<file path="config.mk">
export PLATFORM = sky130hd
export DESIGN_NAME = layer_stream_loader
export DESIGN_NICKNAME = d
export VERILOG_FILES = /design/src/rtl/layer_stream_loader_pkg.sv /design/src/rtl/layer_stream_loader_fifo.sv /design/src/rtl/layer_stream_loader.sv
export SDC_FILE = /design/constraint.sdc
export NUM_CORES = 2
export LEC_CHECK = 0
export ABC_AREA = 1
export BUFFER_PORTS_ARGS = -buffer_cell sky130_fd_sc_hd__buf_2
export CORE_ASPECT_RATIO = 1.25
export CORE_UTILIZATION = 25
export CTS_CLUSTER_SIZE = 25
export DETAILED_ROUTE_END_ITERATION = 10
export GPL_TIMING_DRIVEN = 0
export PLACE_DENSITY = 0.43
export SETUP_SLACK_MARGIN = 0.2
export SYNTH_ARGS = -nofsm -noshare
export SYNTH_HDL_FRONTEND = slang
export SYNTH_SLANG_ARGS = --single-unit
</file>
<file path="constraint.sdc">
create_clock -name sys_clk -period 34.8 [get_ports sys_clk]
set_input_delay 1.74 -clock sys_clk [delete_from_list [all_inputs] [get_ports sys_clk]]
set_output_delay 1.74 -clock sys_clk [all_outputs]
set_load 0.03 [all_outputs]
</file>
<file path="src/rtl/layer_stream_loader_pkg.sv">
// Shared types for the layer stream loader: FSM states, descriptor record
// and index-width helper.
package layer_stream_loader_pkg;

    localparam int unsigned DESC_ADDR_W    = 24;
    localparam int unsigned DEF_NUM_LAYERS = 8;

    typedef enum logic [2:0] {
        ST_IDLE,
        ST_REQ,
        ST_RECV,
        ST_DRAIN,
        ST_DONE
    } lsl_state_t;

    typedef struct packed {
        logic [DESC_ADDR_W-1:0] addr;
        logic [DESC_ADDR_W-1:0] len;
    } lsl_desc_t;

    // Index width that stays at least one bit wide for single-entry tables.
    function automatic int unsigned idx_width(input int unsigned n);
        return (n > 1) ? $clog2(n) : 1;
    endfunction

    localparam int unsigned DEF_IDX_W = idx_width(DEF_NUM_LAYERS);

endpackage

</file>
<file path="src/rtl/layer_stream_loader_fifo.sv">
// Synchronous word FIFO with registered pointers and a combinational head.
module sync_word_fifo #(
    parameter int unsigned WIDTH = 257,
    parameter int unsigned DEPTH = 4
) (
    input  logic             i_clk,
    input  logic             i_rst,
    input  logic             i_push,
    input  logic [WIDTH-1:0] i_data,
    input  logic             i_pop,
    output logic [WIDTH-1:0] o_data,
    output logic             o_full,
    output logic             o_empty
);

    localparam int unsigned AW = (DEPTH > 1) ? $clog2(DEPTH) : 1;

    logic [WIDTH-1:0] r_mem [DEPTH];
    logic [AW-1:0]    r_wr;
    logic [AW-1:0]    r_rd;
    logic [AW:0]      r_count;
    logic             w_do_push;
    logic             w_do_pop;

    assign o_empty   = (r_count == '0);
    assign o_full    = (r_count == (AW+1)'(DEPTH));
    assign o_data    = r_mem[r_rd];
    assign w_do_pop  = i_pop && !o_empty;
    // A full FIFO still accepts a word when the head leaves in the same cycle.
    assign w_do_push = i_push && (!o_full || w_do_pop);

    always_ff @(posedge i_clk) begin
        if (w_do_push) begin
            r_mem[r_wr] <= i_data;
        end
    end

    always_ff @(posedge i_clk) begin
        if (i_rst) begin
            r_wr    <= '0;
            r_rd    <= '0;
            r_count <= '0;
        end else begin
            if (w_do_push) begin
                r_wr <= (r_wr == AW'(DEPTH - 1)) ? '0 : r_wr + 1'b1;
            end
            if (w_do_pop) begin
                r_rd <= (r_rd == AW'(DEPTH - 1)) ? '0 : r_rd + 1'b1;
            end
            case ({w_do_push, w_do_pop})
                2'b10:   r_count <= r_count + 1'b1;
                2'b01:   r_count <= r_count - 1'b1;
                default: r_count <= r_count;
            endcase
        end
    end

endmodule

</file>
<file path="src/rtl/layer_stream_loader.sv">
// Loads one layer from flash: issues a read request, packs received bytes
// MSB-first into OUT_W words and streams them out through a small FIFO.
module layer_stream_loader
    import layer_stream_loader_pkg::*;
#(
    parameter int unsigned OUT_W      = 256,
    parameter int unsigned NUM_LAYERS = 8,
    parameter int unsigned ADDR_W     = DESC_ADDR_W,
    parameter int unsigned FIFO_DEPTH = 4
) (
    input  logic                             sys_clk,
    input  logic                             sys_rst,
    input  logic                             cfg_we,
    input  logic [idx_width(NUM_LAYERS)-1:0] cfg_idx,
    input  logic [ADDR_W-1:0]                cfg_addr,
    input  logic [ADDR_W-1:0]                cfg_len,
    input  logic                             layer_load_start,
    input  logic [idx_width(NUM_LAYERS)-1:0] layer_id,
    output logic                             rd_start,
    output logic [ADDR_W-1:0]                rd_addr,
    output logic [ADDR_W-1:0]                rd_len,
    input  logic                             rx_flag,
    input  logic [7:0]                       rx_data,
    output logic                             out_valid,
    input  logic                             out_ready,
    output logic [OUT_W-1:0]                 out_data,
    output logic                             out_last,
    output logic                             busy,
    output logic                             layer_load_finish,
    output logic                             overflow
);

    localparam int unsigned BPW    = OUT_W / 8;
    localparam int unsigned BIDX_W = idx_width(BPW);

    lsl_state_t        r_state;
    lsl_desc_t         r_table [NUM_LAYERS];
    logic [ADDR_W-1:0] r_rd_addr;
    logic [ADDR_W-1:0] r_rd_len;
    logic [ADDR_W-1:0] r_cnt;
    logic [OUT_W-1:0]  r_pack;
    logic [BIDX_W-1:0] r_bidx;
    logic              r_rd_start;
    logic              r_busy;
    logic              r_finish;
    logic              r_overflow;

    logic [ADDR_W-1:0] w_cnt_next;
    logic [OUT_W-1:0]  w_word;
    logic              w_rx_take;
    logic              w_word_full;
    logic              w_last_byte;
    logic              w_push;
    logic              w_pop;
    logic              w_drop;
    logic              w_fifo_full;
    logic              w_fifo_empty;
    logic [OUT_W:0]    w_fifo_out;

    always_comb begin
        w_rx_take   = (r_state == ST_RECV) && rx_flag;
        w_cnt_next  = r_cnt + 1'b1;
        w_last_byte = w_rx_take && (w_cnt_next == r_rd_len);
        w_word_full = (r_bidx == BIDX_W'(BPW - 1));
        w_push      = w_last_byte || (w_rx_take && w_word_full);
        w_word      = r_pack | ({rx_data, {(OUT_W-8){1'b0}}} >> {r_bidx, 3'b000});
        w_pop       = !w_fifo_empty && out_ready;
        w_drop      = w_push && w_fifo_full && !w_pop;
    end

    always_ff @(posedge sys_clk) begin
        if (sys_rst) begin
            r_state    <= ST_IDLE;
            r_rd_addr  <= '0;
            r_rd_len   <= '0;
            r_cnt      <= '0;
            r_pack     <= '0;
            r_bidx     <= '0;
            r_rd_start <= 1'b0;
            r_busy     <= 1'b0;
            r_finish   <= 1'b0;
            r_overflow <= 1'b0;
            for (int unsigned i = 0; i < NUM_LAYERS; i++) begin
                r_table[i] <= '0;
            end
        end else begin
            r_rd_start <= 1'b0;
            r_finish   <= 1'b0;
            if (cfg_we) begin
                r_table[cfg_idx] <= '{addr: cfg_addr, len: cfg_len};
            end
            if (w_drop) begin
                r_overflow <= 1'b1;
            end
            // Packer restarts empty after every push, so padding bytes stay zero.
            if (w_rx_take) begin
                r_cnt <= w_cnt_next;
                if (w_push) begin
                    r_pack <= '0;
                    r_bidx <= '0;
                end else begin
                    r_pack <= w_word;
                    r_bidx <= r_bidx + 1'b1;
                end
            end
            case (r_state)
                ST_IDLE: begin
                    if (layer_load_start) begin
                        r_busy <= 1'b1;
                        r_cnt  <= '0;
                        r_pack <= '0;
                        r_bidx <= '0;
                        if (r_table[layer_id].len == '0) begin
                            r_state <= ST_DONE;
                        end else begin
                            r_state    <= ST_REQ;
                            r_rd_start <= 1'b1;
                            r_rd_addr  <= r_table[layer_id].addr;
                            r_rd_len   <= r_table[layer_id].len;
                        end
                    end
                end
                ST_REQ: begin
                    r_state <= ST_RECV;
                end
                ST_RECV: begin
                    if (w_last_byte) begin
                        r_state <= ST_DRAIN;
                    end
                end
                ST_DRAIN: begin
                    if (w_fifo_empty) begin
                        r_state <= ST_DONE;
                    end
                end
                ST_DONE: begin
                    r_state  <= ST_IDLE;
                    r_finish <= 1'b1;
                    r_busy   <= 1'b0;
                end
                default: begin
                    r_state <= ST_IDLE;
                    r_busy  <= 1'b0;
                end
            endcase
        end
    end

    sync_word_fifo #(
        .WIDTH (OUT_W + 1),
        .DEPTH (FIFO_DEPTH)
    ) u_fifo (
        .i_clk   (sys_clk),
        .i_rst   (sys_rst),
        .i_push  (w_push && !w_drop),
        .i_data  ({w_last_byte, w_word}),
        .i_pop   (w_pop),
        .o_data  (w_fifo_out),
        .o_full  (w_fifo_full),
        .o_empty (w_fifo_empty)
    );

    assign rd_start          = r_rd_start;
    assign rd_addr           = r_rd_addr;
    assign rd_len            = r_rd_len;
    assign busy              = r_busy;
    assign layer_load_finish = r_finish;
    assign overflow          = r_overflow;
    assign out_valid         = !w_fifo_empty;
    assign out_data          = w_fifo_empty ? '0 : w_fifo_out[OUT_W-1:0];
    assign out_last          = !w_fifo_empty && w_fifo_out[OUT_W];

endmodule
</file>
==> run_results.csv <==
group,metric,value,unit
outcome,status,"completed",
setup_path,cp_max_fo,10,
placement,dp_cells,11040,
cts,clockBufferDepth,4,
floorplanning,fp.coreArea,0.2874,mm^2
final_layout,stdcell_count,11420,
floorplanning,start_util,25.13,%
sta,fmax,152.1,MHz
yosys,syn_inst,6841,
sta,setup_slack,28.22,ns
cts,cts_resized,0,
yosys,syn_area,0.07222,mm^2
routing,wirelength,273500,um
placement,preCtsSetupSlack,28.72,ns
floorplanning,io_pins,378,
final_layout,area_growth,19.79,%
placement,portBuffers,375,
cts,post-cts-setup-buffers,0,
grt,grt_pass1_wl,383200,um
routing,drtPass1Iterations,8,
setup_path,cpPeakStageDelay,0.85,ns
sta,skew,0.1221,ns
yosys,synth_fp_nets,6919,
floorplanning,dieWidth,482.7,um
final_layout,drive_above_1_share,12.63,%
min_path,hp-class,"flip-flop to flip-flop",
floorplanning,num_rows,220,
routing,wire_per_inst,23.95,um
yosys,synth.distinct_cells,41,
cts,cts_buffers,200,
sta,final_hold_viol_count,0,
sta,relSlewSlack,11.28,%
setup_path,path_cells,"clkbuf_1, clkbuf_2, clkbuf_1, nor2_1, nor2_1, o21ai_0, a21oi_1, buf_2",
routing,drt_iter0_drc,4201,
cts,clkSinkCount,1761,
placement,dp_hpwl,195000,um
setup_path,crit_path_end_kind,"output pin",
cts,cts_hold_buf,0,
routing,post_drt_via_cell_ratio,4.679,
grt,grtUsageTotal,18.27,%
grt,antenna_found_initial,24,
setup_path,crit_path_start_kind,"flip-flop",
yosys,synth.avg_cell_area,10.56,um^2
pwr,peakVddDrop,0.03636,mV
sta,rsz0062_at_grt,"false",
cts,htree_levels,4,
sta,whs,0.4575,ns
pwr,leakage,31.81,nW
floorplanning,die_h,602.9,um
setup_path,cp_slowest_cell,"a21oi_1",
yosys,synth_top_family_by_area,"simple AND/OR/NAND/NOR gates",
sta,setup_tns,0,ns
yosys,synth-edff-count,1412,
yosys,async_flop_share,0,%
setup_path,crit_type,"flip-flop to output pin",
yosys,synthSimpleGateAreaFrac,15.42,%
placement,gp_congestion,1.015,
cts,cts_root_buf,"clkbuf_16",
yosys,synthXorXnorAreaFrac,0.07969,%
sta,setup_viol,0,
setup_path,worstPathRequired,33.06,ns
routing,ant_nets,0,
cts,worstSkewPairLatency,0.89,ns
sta,worst_pin_slew,1.331,ns
yosys,muxShareOfSynthArea,0,%
grt,overflow,0,
routing,drc_errors,0,
setup_path,worstPathArrival,4.84,ns
yosys,ys_ff_latch,1761,
final_layout,fin_nets,7550,
cts,cts_tree,"built",
yosys,synth_compound_area_share,12.11,%
yosys,ys.flop_type,"edfxtp_1",
yosys,ys_warn_count,0,
sta,finalCriticalPeriod,6.576,ns
pwr,power_density,55.83,mW/mm^2
yosys,synth_adder_area_share,0.1836,%
final_layout,fillers,29960,
grt,grt_pass1_vias,51580,
floorplanning,die-area,0.2911,mm^2
flow_run,max_cap_violations,0,
routing,vias,53440,
grt,grt_max_degree,49,
yosys,ys_seq_area_share,68.38,%
cts,path_clk_slew,0.05,ns
sta,fin_crit_sh,18.90,%
sta,finalMaxSlewViolations,0,
flip-flops by register name, summed over array words and instances (netlist names), 2 cells and up, named ones only:
signal and count:
r_pack 256, u_fifo.r_wr 2, r_table 384, rd_addr 24, r_cnt 24, r_state 3, u_fifo.r_mem 1028, u_fifo.r_count 3
r_bidx 5, rd_len 24, u_fifo.r_rd 2
layer usage:
| layer | GRT usage [%] | vias to the layer above | routed length [um] |
|---|---|---|---|
| met2 | 31.46 | 1685 | 134000 |
| li1 | - | 24990 | - |
| met5 | 0 | - | 16 |
| met1 | 22.31 | 26310 | 111100 |
| met4 | 7.395 | 4 | 11630 |
| met3 | 3.335 | 453 | 16760 |
cell families after synthesis:
| group | Yosys count |
|---|---|
| flops | 1761 |
| simple gates | 2792 |
| fa+ha+maj | 10 |
| buf+inv | 693 |
| xor+xnor | 5 |
| compound gates | 1580 |
final cells by class:
class / count / area, um^2 / share of cell area, %
diodes: 13 / 32.53 / 0.03760
plain buffers: 463 / 1912 / 2.210
clock buffers: 263 / 5454 / 6.304
clock inverters: 101 / 957.2 / 1.106
inverters: 230 / 863.3 / 0.9979
multi-input cells: 4387 / 20160 / 23.31
flip-flops and latches: 1761 / 49390 / 57.09
well taps: 3774 / 4722 / 5.458
repair buffers: 429 / 3023 / 3.494
critical path, delay by kind of cell (launching register included):
| family | cells | cell delay (ns) |
|---|---|---|
| buffers and inverters | 4 | 2.47 |
| flip-flops | 1 | 0.36 |
| AO/OA/AOI/OAI | 2 | 0.95 |
| AND/OR/NAND/NOR | 2 | 0.21 |
placed cells by master (no fill, tap or decap), types with 6 or more instances in the layout:
master,instances
nor2_1,2033
edfxtp_1,1412
o21ai_0,724
a21oi_1,497
nand2_1,432
buf_2,408
clkbuf_1,385
dfxtp_1,349
inv_1,218
clkbuf_16,202
or2_2,116
nand3_1,97
a21o_1,86
a31oi_1,73
o21bai_1,54
buf_1,49
nand4_1,48
a221oi_1,48
buf_12,42
clkinv_1,34
clkinv_2,32
nor3_1,31
buf_4,28
o22ai_1,26
a31o_2,24
o211ai_1,19
o21ai_1,17
clkbuf_8,17
bufinv_16,15
diode_2,13
inv_2,10
clkbuf_2,10
buf_16,10
ha_1,9
nor2_4,8
nand2_4,8
a41oi_1,8
clkinvlp_4,6
final timing paths:
path	start	cells past startpoint	endpoint	slack (ns)
worst max-delay path	flip-flop	8	out_data[0]	28.22
worst min-delay path	rd_addr[14]$_SDFFE_PP0P_	2	rd_addr[14]$_SDFFE_PP0P_	0.46
worst max register to register	r_cnt[0]$_SDFF_PP0_	22	u_fifo.r_mem[2][112]$_DFFE_PP_	29.96
worst min register to register	rd_addr[14]$_SDFFE_PP0P_	2	rd_addr[14]$_SDFFE_PP0P_	0.46
power by group:
part / internal (W) / total [W] / leakage (nW) / switching, W
combinational: 0.0000922 / 0.000396 / 12.4 / 0.000304
clock: 0.00121 / 0.00210 / 3.13 / 0.000891
sequential: 0.00230 / 0.00233 / 16.3 / 0.0000274
total: 0.00361 / 0.00483 / 31.8 / 0.00122
synthesized netlist by cell type, types with 8 or more instances:
| library cell | count | share of area, % |
|---|---|---|
| a21o_1 | 86 | 0.89 |
| a21oi_1 | 497 | 3.4 |
| a221oi_1 | 48 | 0.58 |
| a31o_2 | 24 | 0.29 |
| a31oi_1 | 73 | 0.63 |
| a41oi_1 | 8 | 0.097 |
| buf_1 | 49 | 0.25 |
| buf_2 | 33 | 0.23 |
| buf_4 | 28 | 0.29 |
| clkbuf_1 | 351 | 1.8 |
| dfxtp_1 | 349 | 9.7 |
| edfxtp_1 | 1412 | 59 |
| ha_1 | 9 | 0.16 |
| inv_1 | 218 | 1.1 |
| inv_2 | 10 | 0.052 |
| nand2_1 | 440 | 2.3 |
| nand3_1 | 97 | 0.67 |
| nand4_1 | 48 | 0.42 |
| nor2_1 | 2038 | 11 |
| nor3_1 | 31 | 0.21 |
| o211ai_1 | 19 | 0.20 |
| o21ai_0 | 724 | 5.0 |
| o21ai_1 | 17 | 0.12 |
| o21bai_1 | 54 | 0.56 |
| o22ai_1 | 26 | 0.23 |
| or2_2 | 116 | 1.0 |
stage by stage:
step / total power (W) / instance area, um^2 / util [%]
floorplan: 0.002592 / 72220 / -
global placement: 0.002768 / 78820 / 27.43
detailed placement: 0.002771 / 80070 / 27.86
CTS: 0.004881 / 86480 / 30.09
global route: 0.004988 / 86490 / 30.10
finish: 0.004830 / 86520 / 30.11
Power figures use the tool's default switching activity.
